<file path="config.mk">
export PLATFORM = sky130hd
export DESIGN_NAME = mux2_rr_arbiter
export DESIGN_NICKNAME = d
export VERILOG_FILES = /design/src/rtl/mux2_arb_pkg.sv /design/src/rtl/mux2_bus.sv /design/src/rtl/mux2_rr_arbiter.sv
export SDC_FILE = /design/constraint.sdc
export NUM_CORES = 1
export LEC_CHECK = 0
export BUFFER_PORTS_ARGS = -buffer_cell sky130_fd_sc_hd__buf_2
export CORE_ASPECT_RATIO = 0.6
export CORE_MARGIN = 2
export CORE_UTILIZATION = 45
export DETAILED_ROUTE_END_ITERATION = 16
export PLACE_DENSITY_LB_ADDON = 0.08
export SLEW_MARGIN = 25
export SYNTH_ARGS = -nofsm -noshare
export SYNTH_HDL_FRONTEND = slang
export SYNTH_HIERARCHICAL = 1
export SYNTH_SLANG_ARGS = --single-unit
</file>
<file path="constraint.sdc">
create_clock -name clk_in -period 2.2 [get_ports clk_in]
set_clock_uncertainty 0.1 [all_clocks]
set_input_delay 0 -clock clk_in [delete_from_list [all_inputs] [get_ports clk_in]]
set_output_delay 0 -clock clk_in [all_outputs]
set_load 0.05 [all_outputs]
</file>
<file path="src/rtl/mux2_arb_pkg.sv">
// Shared state encoding and select constants for the two-requester round-robin arbiter.
package mux2_arb_pkg;

    typedef enum logic [1:0] {
        IDLE    = 2'b00,
        GRANT_A = 2'b01,
        GRANT_B = 2'b10
    } arb_state_t;

    localparam logic SEL_A = 1'b0;
    localparam logic SEL_B = 1'b1;

endpackage

</file>
<file path="src/rtl/mux2_bus.sv">
// Combinational 2:1 select of a {last, data} bundle; the arbiter drives i_sel.
module mux2_bus #(
    parameter int W = 9
) (
    input  logic         i_sel,
    input  logic [W-1:0] i_a,
    input  logic [W-1:0] i_b,
    output logic [W-1:0] o_y
);

    assign o_y = i_sel ? i_b : i_a;

endmodule

</file>
<file path="src/rtl/mux2_rr_arbiter.sv">
// Round-robin arbiter with burst lock between requesters A and B, feeding a
// single registered output stage through a shared 2:1 select path.
//
//  state   | meaning
//  IDLE    | no grant; arbitrating, no beat accepted this cycle
//  GRANT_A | A owns the path until last beat or MAX_BURST beats
//  GRANT_B | B owns the path until last beat or MAX_BURST beats
module mux2_rr_arbiter
    import mux2_arb_pkg::*;
#(
    parameter int DATA_W    = 8,
    parameter int MAX_BURST = 16
) (
    input  logic              clk_in,
    input  logic              rst_in,
    input  logic              a_valid_in,
    input  logic [DATA_W-1:0] a_data_in,
    input  logic              a_last_in,
    output logic              a_ready_out,
    input  logic              b_valid_in,
    input  logic [DATA_W-1:0] b_data_in,
    input  logic              b_last_in,
    output logic              b_ready_out,
    output logic              y_valid_out,
    output logic [DATA_W-1:0] y_data_out,
    output logic              y_last_out,
    output logic              y_src_out,
    input  logic              y_ready_in,
    output logic              sel_out,
    output logic              busy_out
);

    localparam int CNT_W = $clog2(MAX_BURST + 1);

    arb_state_t        r_state;
    logic              r_ptr;
    logic [CNT_W-1:0]  r_cnt;
    logic              r_y_valid;
    logic [DATA_W-1:0] r_y_data;
    logic              r_y_last;
    logic              r_y_src;

    logic              w_stage_free;
    logic              w_sel;
    logic              w_xfer;
    logic              w_cnt_term;
    logic [DATA_W:0]   w_bus;
    logic              w_bus_last;
    logic [DATA_W-1:0] w_bus_data;

    // Ready looks only at grant and stage occupancy, never at the valids.
    assign w_stage_free = !r_y_valid || y_ready_in;
    assign a_ready_out  = (r_state == GRANT_A) && w_stage_free;
    assign b_ready_out  = (r_state == GRANT_B) && w_stage_free;
    assign w_sel        = (r_state == GRANT_B) ? SEL_B : SEL_A;
    assign w_xfer       = (a_valid_in && a_ready_out) || (b_valid_in && b_ready_out);
    assign w_cnt_term   = (r_cnt == CNT_W'(MAX_BURST - 1));

    mux2_bus #(.W(DATA_W + 1)) u_bus (
        .i_sel (w_sel),
        .i_a   ({a_last_in, a_data_in}),
        .i_b   ({b_last_in, b_data_in}),
        .o_y   (w_bus)
    );

    assign w_bus_last = w_bus[DATA_W];
    assign w_bus_data = w_bus[DATA_W-1:0];

    always_ff @(posedge clk_in or posedge rst_in) begin
        if (rst_in) begin
            r_state   <= IDLE;
            r_ptr     <= SEL_B;
            r_cnt     <= '0;
            r_y_valid <= 1'b0;
            r_y_data  <= '0;
            r_y_last  <= 1'b0;
            r_y_src   <= 1'b0;
        end else begin
            case (r_state)
                IDLE: begin
                    if (a_valid_in && b_valid_in)
                        r_state <= (r_ptr == SEL_B) ? GRANT_A : GRANT_B;
                    else if (a_valid_in)
                        r_state <= GRANT_A;
                    else if (b_valid_in)
                        r_state <= GRANT_B;
                end
                GRANT_A, GRANT_B: begin
                    if (w_xfer) begin
                        if (w_bus_last || w_cnt_term) begin
                            r_state <= IDLE;
                            r_ptr   <= w_sel;
                            r_cnt   <= '0;
                        end else begin
                            r_cnt <= r_cnt + 1'b1;
                        end
                    end
                end
                default: r_state <= IDLE;
            endcase

            // A transfer into a draining stage replaces the beat without a bubble.
            if (w_xfer) begin
                r_y_valid <= 1'b1;
                r_y_data  <= w_bus_data;
                r_y_last  <= w_bus_last;
                r_y_src   <= w_sel;
            end else if (y_ready_in) begin
                r_y_valid <= 1'b0;
            end
        end
    end

    assign y_valid_out = r_y_valid;
    assign y_data_out  = r_y_data;
    assign y_last_out  = r_y_last;
    assign y_src_out   = r_y_src;
    assign sel_out     = w_sel;
    assign busy_out    = (r_state != IDLE);

endmodule
</file>
After elaboration in Yosys (flattened, before gate mapping)
Index checks and enable logic that the tools add are counted. W data, S select, Z words.

Bits in registers: 19. Input port bits: 23. Output and inout bits: 15. Word-level logic and storage cells: 42.

Add/subtract/negate cells: 1. Eq/ne operators: 6. Muxes and demuxes: 12. Reductions and logical operators: 16.

Operators with widths (count): $mux W2 (6); $mux W9 (1); $reduce_and A3 Y1 (2); $add A5 B1 Y5 const B (1); $eq A5 B4 Y1 const B (1); $logic_and A1 B1 Y1 (5); $mux W5 (1); $ne A2 B2 Y1 const B (2); $ne A4 B4 Y1 const B (1); $pmux W2 S2 (1); $reduce_bool A2 Y1 (2); $logic_or A1 B1 Y1 (3); $mux W1 (3); $eq A2 B1 Y1 const B (1); $eq A2 B2 Y1 const B (1); $logic_not A2 Y1 (1); $reduce_and A2 Y1 (1); $reduce_or A2 Y1 (1); $logic_not A1 Y1 (1).

Logic depth before layout (Yosys ltp)
Gate-level depths: netlist of run 1.

Depth after elaboration: 7. Depth in mapped cells: 7. Gate-level depth less buffers: 6.

Modules after synthesis
Netlist of run 1, hierarchy kept.

By module, submodules not included: mux2_rr_arbiter (instances 1, cells each 84, area each 1027.2 µm², seq. area each 476.7 µm²); mux2_bus (instances 1, cells each 10, area each 146.4 µm², seq. area each 0.0 µm²).

Worst setup path before layout of run 1
No wires, ideal clock.

Kind: register to register. From: register r_state[0]. To: register r_cnt[3]. Library setup time: 0.087 ns. Data arrival time: 2.381 ns. Data required time: 2.013 ns. Path slack: -0.368 ns. Cell stages (with the launch flop): 8. Path buffers: 1. Period minus slack after synthesis: 2.568 ns. Cells stage by stage: dfrtp_1 > inv_1 > ha_1 > buf_6 > mux2_4 > or2_2 > or3_1 > o211ai_1.

Word-level cells in the longest chain between the ends: 5. Elaborated cells on any way between the ends: 13. Those cells by class: eq/ne: 2; mux: 3; reduce/logical: 8.

RTL lines: from (decl) (RTL line mux2_rr_arbiter.sv:35) `arb_state_t r_state;`; from (signal assigned) (RTL line mux2_rr_arbiter.sv:82) `r_state <= (r_ptr == SEL_B) ? GRANT_A : GRANT_B;`; $eq A2 B2 Y1 (RTL line mux2_rr_arbiter.sv:55) `assign w_sel = (r_state == GRANT_B) ? SEL_B : SEL_A;`; $mux W1 (RTL line mux2_rr_arbiter.sv:55); net sel_out (RTL line mux2_rr_arbiter.sv:29) `output logic sel_out,`; $mux W9 (RTL line mux2_bus.sv:11) `assign o_y = i_sel ? i_b : i_a;`; net w_bus[8] (RTL line mux2_rr_arbiter.sv:47) `logic [DATA_W:0] w_bus;`; $logic_or A1 B1 Y1 (RTL line mux2_rr_arbiter.sv:90) `if (w_bus_last || w_cnt_term) begin`; $mux W5 (RTL line mux2_rr_arbiter.sv:90); to (signal assigned) (RTL line mux2_rr_arbiter.sv:95) `r_cnt <= r_cnt + 1'b1;`; to (decl) (RTL line mux2_rr_arbiter.sv:37) `logic [CNT_W-1:0] r_cnt;`.

The timed path passes the listed nets, and every way through them passes these cells. A chain may end at the register's enable or synchronous reset.

Worst setup path in the final report of run 1
From: register r_cnt[0]. To: register r_cnt[3].

Word-level cells in the longest chain between the ends: 3. Elaborated cells on any way between the ends: 4. Those cells by class: add/sub: 1; eq/ne: 1; mux: 1; reduce/logical: 1.

RTL lines (RTL line): parallel branches: the longest is 2 deep, another holds $add A5 B1 Y5; $mux W5 (*) (mux2_rr_arbiter.sv:90).

Mark *: on every way between the ends.

==> flow_summary.ini, run 1 <==
[sta]
totalNegativeSetupSlack_ps = 0
timing_hold_violations_final = 0
min_period_ps = 2032
max_slew_margin = 0.5330
finalSetupViolCount = 0
final.period_utilization = 0.9238
rsz0062_at_grt = false
timing_worst_slew_pin_value_ps = 699.7
clock.fmax_mhz = 492.0
timing.final.ws_setup_ps = 167.6
report.final.slew_viol_count = 0

[worst_setup_path]
timing.critical_path.cells = ha_1, and3_1, ha_1, or2_2, or3_1, o211ai_1
worstSetupPathType = flop to flop
cpMostUsedCell = ha_1
setup.worst_path.end_class = flop
critical_path.slowest_cell = dfrtp_1
critPathLaunch = r_cnt[0]$_DFFE_PP0P_
setup.worst_path.start_class = flop
worst-r2r-setup-slack_ps = 170
cpPeakStageDelay_ps = 420
crit_buf_inv = 0
timing.critical_path.required_ps = 2270
timing.rr.start = r_cnt[0]$_DFFE_PP0P_
timing.critical_path.fanout_max = 4
cpLargestDelayFamily = simple AND/OR/NAND/NOR gates
worst-endpoint-arrival_ps = 2100

[placed_design]
placement.setup.worst_slack_ps = 188.6
place_congestion = 0.8770
detailed_place_hpwl_mm = 1.917
place.port_buffers = 37

[drt]
vias_per_cell = 5.272
drt.antenna.violating_nets = 0
overall_routed_net_length_mm = 2.588
drt_first_pass_iters = 4
dr_total_vias = 912
remaining_drc_errors = 0
dr.first_iter.drc_count = 59
routed_wire_length_per_instance_um = 14.96

[cts]
cts.sinks = 19
post_cts_hold_buffer_count = 7
total_clock_buffers_created_by_cts = 3
cts_tree = done
clkTransAtPathRegs_ps = 60
clock_path_buffers = 2
post_cts.resized_instances = 0
clock_insertion_delay_worst_skew_ps = 250
ctsHtreeMaxLevel = 1
root_buffer = clkbuf_8
cts_setup_buffers = 0

[global_routing]
gr-total-overflow = 0
number_of_global_route_vias_before_repair = 859
grt_max_degree = 20
wire_length_of_the_first_global_routing_pass_mm = 4.229
gr-usage-all-layers = 0.1834
antenna_found_initial = 0

[die]
placementRows = 14
fp.coreArea_um2 = 2487
io_pins = 38
die_area_um2 = 3046
dieWidth_um = 69.93
initial_core_util = 0.4718
floorplan.die.height_um = 43.56

[layout]
final_common_cell = buf_2
layout.nets = 170
finish.utilization = 0.6092
area_delta_synth_final_pct = 29.10
layout.cells.most_common_list = buf_2 (37), mux2_4 (19), dfrtp_1 (18)
final_layout_size_suffix_gt1_frac = 0.4965
antenna_cells = 0

[yosys]
async_reset_ff_frac = 1.000
postSynthNetCount = 122
synthesis.yosys.warnings = 6
post_synthesis_area_per_instance_um2 = 12.49
postSynthRegisterBits = 19
ys.flop_type = dfrtp_1
post_synth_inst_count = 94
post_synthesis_sequential_area_ratio = 0.4062
syn-cell-area_um2 = 1174
synth_cell_type_count = 32
synth-edff-count = 0

[power_and_ir_drop]
power_leakage_nw = 0.7519
max-vdd-ir-drop_v = 0.0006820
cellPowerDensity_nw_per_um2 = 1535

[hold_path]
worst_hold_path_type = primary input to flop
worstHoldStart = a_data_in[5]

[run]
max-cap-violations = 0

[run_status]
outcome = finished clean
==> registers in the layout, indices dropped and copies added (netlist names) <==
register,flops
y_data_out,8
r_state,2
y_last_out,1
r_ptr,1
y_src_out,1
y_valid_out,1
r_cnt,5
==> metal layers <==
metal / GRT usage / wire, um / part of all wire / vias up
li1: - / - / - / 441
met1: 0.2691 / 1375 / 0.53 / 438
met2: 0.2724 / 1087 / 0.42 / 29
met3: 0.05116 / 109 / 0.042 / 4
met4: 0.04231 / 16 / 0.0062 / 0
met5: 0 / 0 / 0 / -
==> cells in the mapped netlist, types with 2 or more instances <==
cell / count / area, um^2
mux2_4: 19 / 285.3
o21ai_0: 4 / 20.02
o22ai_1: 2 / 12.51
nor4_1: 2 / 12.51
o211ai_1: 2 / 15.01
dfrtp_1: 18 / 450.4
inv_1: 7 / 26.28
nand2b_1: 2 / 12.51
and2b_1: 2 / 15.01
nand3_1: 4 / 20.02
ha_1: 5 / 62.56
nand2_1: 3 / 11.26
o31ai_1: 5 / 37.54
==> power breakdown <==
part	leakage (nW)	internal [W]	total [W]	switching, W
registers	0.234	0.000509	0.000616	0.000107
clock network	0.0228	0.000128	0.000236	0.000107
logic	0.495	0.000545	0.00147	0.000929
total	0.752	0.00118	0.00233	0.00114
==> worst register-to-register path, stage by stage (launching register included) <==
cell	delay, ps
dfrtp_1	420
ha_1	250
and3_1	150
ha_1	190
or2_2	340
or3_1	350
o211ai_1	160
==> cells by family (layout without fill, tap and decap cells) <==
family	after synthesis	after routing	share of synthesized area
AO/OA/AOI/OAI	18	18	0.1194
adder cells (fa/ha/maj)	5	5	0.05330
buffers and inverters	9	56	0.03839
AND/OR/NAND/NOR	23	23	0.1301
flip-flops	19	19	0.4062
multiplexers	20	20	0.2527
==> cell type report <==
class,instances,area [um^2]
fill,209,972.2
multi-input combinational,66,664.4
sequential,19,476.7
timing repair buffer,45,262.8
clock buffer,4,45.04
tap,32,40.04
inverter,7,26.28
==> path summary, 6_finish.rpt <==
| path | endpoint | depth (start not counted) |
|---|---|---|
| max reg2reg | r_cnt[3]$_DFFE_PP0P_ | 6 |
| min reg2reg | y_data_out[7]$_DFFE_PP0P_ | 1 |
| max in group asynchronous | r_cnt[3]$_DFFE_PP0P_ | 3 |
| min | y_data_out[5]$_DFFE_PP0P_ | 3 |
| max | r_cnt[3]$_DFFE_PP0P_ | 6 |
| min in group asynchronous | y_data_out[3]$_DFFE_PP0P_ | 3 |
==> per-stage QoR <==
step	cells	hold slack (ps)	total power, W	instance area [um^2]
after floorplan	94	-149.6	0.001805	1190
after global placement	162	58.46	0.002056	1400
after detailed placement	162	57.89	0.002079	1400
after CTS	173	1.709	0.002336	1515
after global routing	173	0.4765	0.002470	1515
final	173	5.489	0.002326	1515
No activity file was read; power rests on OpenSTA's default activity.
==> inputs of run 2 (changes only) <==
Settings changed: CORE_MARGIN 2 to default, PLACE_DENSITY from default to 0.77, PLACE_DENSITY_LB_ADDON 0.08 to default, RECOVER_POWER from default to 25.
==> run 2 against run 1 <==
Routed wire length is 0.73% higher. Maximum frequency rose by 1.2%. Die area down 7.3%. Core utilization increased by 7.5 points. Register-to-register slack gained 20 ps. First-iteration DRC count increased by 5.1%. Clock power rose by 5%. Via count up 3.3%. Critical path type unchanged. Critical endpoint unchanged. Highest routed layer unchanged.
==> flow_summary.ini, run 2 (synthesized netlist as in run 1, its figures left out) <==
[layout]
final_layout_size_suffix_gt1_frac = 0.4027
final_common_cell = buf_2
largest_register_ffs = 8
area_delta_synth_final_pct = 34.65
final_area_um2 = 1580
antenna_cells = 0
layout.cells.most_common_list = buf_2 (26), mux2_4 (19), dfrtp_1 (18)
layout.nets = 178

[sta]
clock.fmax_mhz = 498.1
totalNegativeSetupSlack_ps = 0
rsz0062_at_grt = false
final.period_utilization = 0.9126
max_slew_margin = 0.5236
min_period_ps = 2008
finalSetupViolCount = 0
timing_worst_slew_pin_value_ps = 713.7
timing_hold_violations_final = 0
report.final.slew_viol_count = 0

[drt]
dr.first_iter.drc_count = 62
routed_wire_length_per_instance_um = 14.56
vias_per_cell = 5.263
overall_routed_net_length_mm = 2.607
drt.antenna.violating_nets = 0
dr_total_vias = 942
drt_first_pass_iters = 4
remaining_drc_errors = 0

[cts]
cts.sinks = 19
post_cts_hold_buffer_count = 14
clkTransAtPathRegs_ps = 70
cts_tree = done
clock_insertion_delay_worst_skew_ps = 260
clock_path_buffers = 2
ctsHtreeMaxLevel = 1
post_cts.resized_instances = 0
cts_setup_buffers = 0
root_buffer = clkbuf_8
total_clock_buffers_created_by_cts = 3

[die]
fp.coreArea_um2 = 2310
die_area_um2 = 2823
io_pins = 38
floorplan.die.height_um = 41.56
initial_core_util = 0.5081
dieWidth_um = 67.93
placementRows = 13

[placed_design]
placement.cell_area_um2 = 1398
detailed_place_hpwl_mm = 1.950
place_congestion = 0.7554
place.port_buffers = 37

[global_routing]
number_of_global_route_vias_before_repair = 924
gr-usage-all-layers = 0.2094
grt_max_degree = 20
antenna_found_initial = 0
gr-total-overflow = 0
wire_length_of_the_first_global_routing_pass_mm = 4.326

[hold_path]
worstHoldStart = a_data_in[7]
worst_hold_path_type = primary input to flop

[worst_setup_path]
timing.critical_path.required_ps = 2280
critPathLaunch = r_cnt[0]$_DFFE_PP0P_
worstSetupPathType = flop to flop
setup.worst_path.start_class = flop
timing.critical_path.fanout_max = 4
timing.rr.start = r_cnt[0]$_DFFE_PP0P_
worst-endpoint-arrival_ps = 2090
setup.worst_path.end_class = flop

[run_status]
outcome = finished clean

[power_and_ir_drop]
power_leakage_nw = 0.7554
cellPowerDensity_nw_per_um2 = 1463
max-vdd-ir-drop_v = 0.0008115

[run]
max-cap-violations = 0
==> run 2: cell types whose count changed in the layout (fill, tap and decap cells not counted), sizes merged <==
cell | previous run | this run
dlygate4sd3 | 7 | 15
buf | 38 | 27
clkbuf | 4 | 14
clkinv | 0 | 1
==> run 2: stage by stage <==
stage                     hold slack, ps    util  total power, W  worst slack [ps]  std cells
final                              1.959  0.6842        0.002312             192.2        179
after global placement             49.34  0.6051        0.002040             244.2        160
after global routing               6.065  0.6842        0.002441             92.17        179
after detailed placement           61.10  0.6051        0.002076             212.2        160
after CTS                          1.652  0.6858        0.002346             197.7        178
after floorplan                   -149.6       -        0.001805             25.75         94
==> run 2: critical path, cell delays in order (launching register included) <==
cell	delay, ps
dfrtp_1	420
ha_1	240
and3_1	150
ha_1	190
or2_2	330
or3_1	340
o211ai_1	160
==> run 2: worst paths after layout <==
check | end | slack (ps) | cells after the start
worst max register to register | r_cnt[3]$_DFFE_PP0P_ | 190 | 6
worst min register to register | y_data_out[7]$_DFFE_PP0P_ | 420 | 1
min in group asynchronous | y_data_out[1]$_DFFE_PP0P_ | 300 | 3
max in group asynchronous | y_src_out$_DFFE_PP0P_ | 1250 | 3
worst min-delay path | y_data_out[7]$_DFFE_PP0P_ | 2 | 3
worst max-delay path | r_cnt[3]$_DFFE_PP0P_ | 190 | 6
==> run 2: cell type report <==
class / count / area (um^2)
clock buffer: 3 / 41.29
clock inverter: 1 / 5.005
fill: 180 / 729.5
inverter: 7 / 26.28
multi-input combinational: 66 / 664.4
sequential: 19 / 476.7
tap: 30 / 37.54
timing repair buffer: 53 / 329.1
==> run 2: per-layer routing <==
metal,global-route usage,part of all wire,vias to the layer above
met3,0.07418,0.040,4
met1,0.2758,0.47,456
met5,0,0,-
met4,0.06250,0.013,0
met2,0.3176,0.48,22
li1,-,-,460
==> run 2: power breakdown <==
| part | internal (W) | leakage, nW | switching (W) |
|---|---|---|---|
| clock network | 0.000126 | 0.0255 | 0.000121 |
| logic | 0.000524 | 0.496 | 0.000919 |
| registers | 0.000509 | 0.234 | 0.000114 |
| total | 0.00116 | 0.755 | 0.00115 |
==> inputs of run 3 (changes only) <==
==> constraint.sdc (replaced) <==
create_clock -name clk_in -period 2.2 [get_ports clk_in]
set_clock_uncertainty 0.1 [all_clocks]
set_input_delay 0.11 -clock clk_in [delete_from_list [all_inputs] [get_ports clk_in]]
set_output_delay 0.11 -clock clk_in [all_outputs]
set_load 0.05 [all_outputs]
==> run 3 against run 2 <==
Clock power about the same. Critical path depth unchanged. Largest cell class unchanged. Highest routed layer unchanged. Worst setup slack better by 2.5 ps. Sequential share of layout area is 2.9 points higher. Global-route usage fell by 0.97 points. Final cell count down 7.8%. Clock-buffer cell count did not move. Combinational power barely moved. Maximum frequency is 0.13% higher. Critical path type unchanged. Die area stayed put.
==> flow_summary.ini, run 3 (synthesized netlist as in run 1, its figures left out) <==
[die]
die_area_um2 = 2823
placementRows = 13
floorplan.die.height_um = 41.56
io_pins = 38
dieWidth_um = 67.93
initial_core_util = 0.5081
fp.coreArea_um2 = 2310

[run]
max-cap-violations = 0

[worst_setup_path]
timing.critical_path.cells = ha_1, and3_1, ha_1, or2_2, or3_1, o211ai_1
timing.critical_path.fanout_max = 4
cpMostUsedCell = ha_1
worst-endpoint-arrival_ps = 2090
setup.worst_path.end_class = flop
critical_path.slowest_cell = dfrtp_1
worstSetupPathType = flop to flop
setup.worst_path.start_class = flop
timing.critical_path.required_ps = 2280
cpPeakStageDelay_ps = 420
reg2reg_depth = 6

[cts]
cts_tree = done
clock_insertion_delay_worst_skew_ps = 260
cts_setup_buffers = 0
ctsHtreeMaxLevel = 1
root_buffer = clkbuf_8
clock_path_buffers = 2
total_clock_buffers_created_by_cts = 3
cts.sinks = 19
clkTransAtPathRegs_ps = 70

[global_routing]
grt_max_degree = 20
number_of_global_route_vias_before_repair = 861
gr-total-overflow = 0
gr-usage-all-layers = 0.1997
antenna_found_initial = 0
wire_length_of_the_first_global_routing_pass_mm = 4.112

[layout]
layout.nets = 164
footprint_of_the_multi_input_gates_um2 = 664.4
final_layout_size_suffix_gt1_frac = 0.4444
largest_register_ffs = 8
layout.cells.most_common_list = buf_2 (26), mux2_4 (19), dfrtp_1 (18)
final_common_cell = buf_2
area_delta_synth_final_pct = 22.71
fillers = 195
antenna_cells = 0
register_area_um2 = 476.7
layoutNonFillerInstCount = 165

[power_and_ir_drop]
power.clock.fraction = 0.107
cellPowerDensity_nw_per_um2 = 1589
pwr-share-comb = 0.621
report.power.total_w = 0.002289
seq_power_share = 0.272
power.internal_w = 0.001143
power_leakage_nw = 0.6969
p_sw_frac = 0.5006
netSwitchingPower_w = 0.001146
max-vdd-ir-drop_v = 0.0008028

[sta]
finalSetupViolCount = 0
totalNegativeSetupSlack_ps = 0
min_period_ps = 2005
final.period_utilization = 0.9115
max_slew_margin = 0.5234
rsz0062_at_grt = false
timing_hold_violations_final = 0
report.final.slew_viol_count = 0
clock.fmax_mhz = 498.7
timing_worst_slew_pin_value_ps = 714.0

[hold_path]
worst_hold_path_type = primary input to flop
worstHoldPathCells = 3

[placed_design]
place.port_buffers = 37
place_congestion = 0.7554
detailed_place_hpwl_mm = 1.950
instance_count_after_placement_with_tap_cells_included = 160

[drt]
drt.antenna.violating_nets = 0
dr.first_iter.drc_count = 68
dr_total_vias = 890
overall_routed_net_length_mm = 2.479
drt_first_pass_iters = 4
vias_per_cell = 5.394
remaining_drc_errors = 0
routed_wire_length_per_instance_um = 15.02

[run_status]
outcome = finished clean
[run 3: cell count changes in the layout (fill, tap and decap cells not counted)]
cell / change
dlygate4sd3_1: -14
[run 3: layout make-up]
| class | count | share of cell area |
|---|---|---|
| clock buffer | 3 | 0.02867 |
| clock inverter | 1 | 0.003475 |
| inverter | 7 | 0.01825 |
| multi-input combinational | 66 | 0.4613 |
| sequential | 19 | 0.3310 |
| tap | 30 | 0.02606 |
| timing repair buffer | 39 | 0.1312 |
[run 3: final timing paths]
path	start	endpoint	slack [ps]
setup reg to reg	r_cnt[0]$_DFFE_PP0P_	r_cnt[3]$_DFFE_PP0P_	190
min in group asynchronous	rst_in	y_data_out[1]$_DFFE_PP0P_	410
hold / removal	b_valid_in	r_state[1]$_DFFE_PP0P_	80
setup / recovery	r_cnt[0]$_DFFE_PP0P_	r_cnt[3]$_DFFE_PP0P_	190
hold reg to reg	y_data_out[7]$_DFFE_PP0P_	y_data_out[7]$_DFFE_PP0P_	420
max in group asynchronous	rst_in	y_src_out$_DFFE_PP0P_	1140
[run 3: power groups by stage]
stage | registers, W | clock network [W] | logic [W]
2_1_floorplan | 0.000958 | 0 | 0.000847
3_3_place_gp | 0.000609 | 0 | 0.00143
3_5_place_dp | 0.000620 | 0 | 0.00146
4_1_cts | 0.000618 | 0.000251 | 0.00146
5_1_grt | 0.000640 | 0.000270 | 0.00151
6_report | 0.000622 | 0.000245 | 0.00142
[run 3: per-stage QoR]
step	setup WS, ps	util	hold WS [ps]	cell area, um^2
after global placement	244.2	0.6051	159.3	1398
after detailed placement	212.2	0.6051	171.1	1398
final	194.7	0.6235	81.72	1440
after global routing	92.17	0.6235	78.56	1440
after CTS	197.7	0.6295	74.92	1454
after floorplan	25.75	-	-39.61	1190
[run 3: per-layer routing]
metal  routed length, um  vias up  global-route usage
li1                    -      430                   -
met1                1149      428              0.2673
met2                1166       28              0.2941
met3                 129        4             0.07418
met4                  35        0             0.06250
met5                   0        -                   0
[run 3: what timing repair did]
item	CTS	global route
resized for setup	0	0
hold endpoints to repair	18	0
hold buffers	1	0
[run 3: worst max-delay path, delay by kind of cell, from the launching register on]
family          cells  cell delay (ps)
fa+ha+maj           2              430
simple gates        3              830
compound gates      1              160
flops               1              420
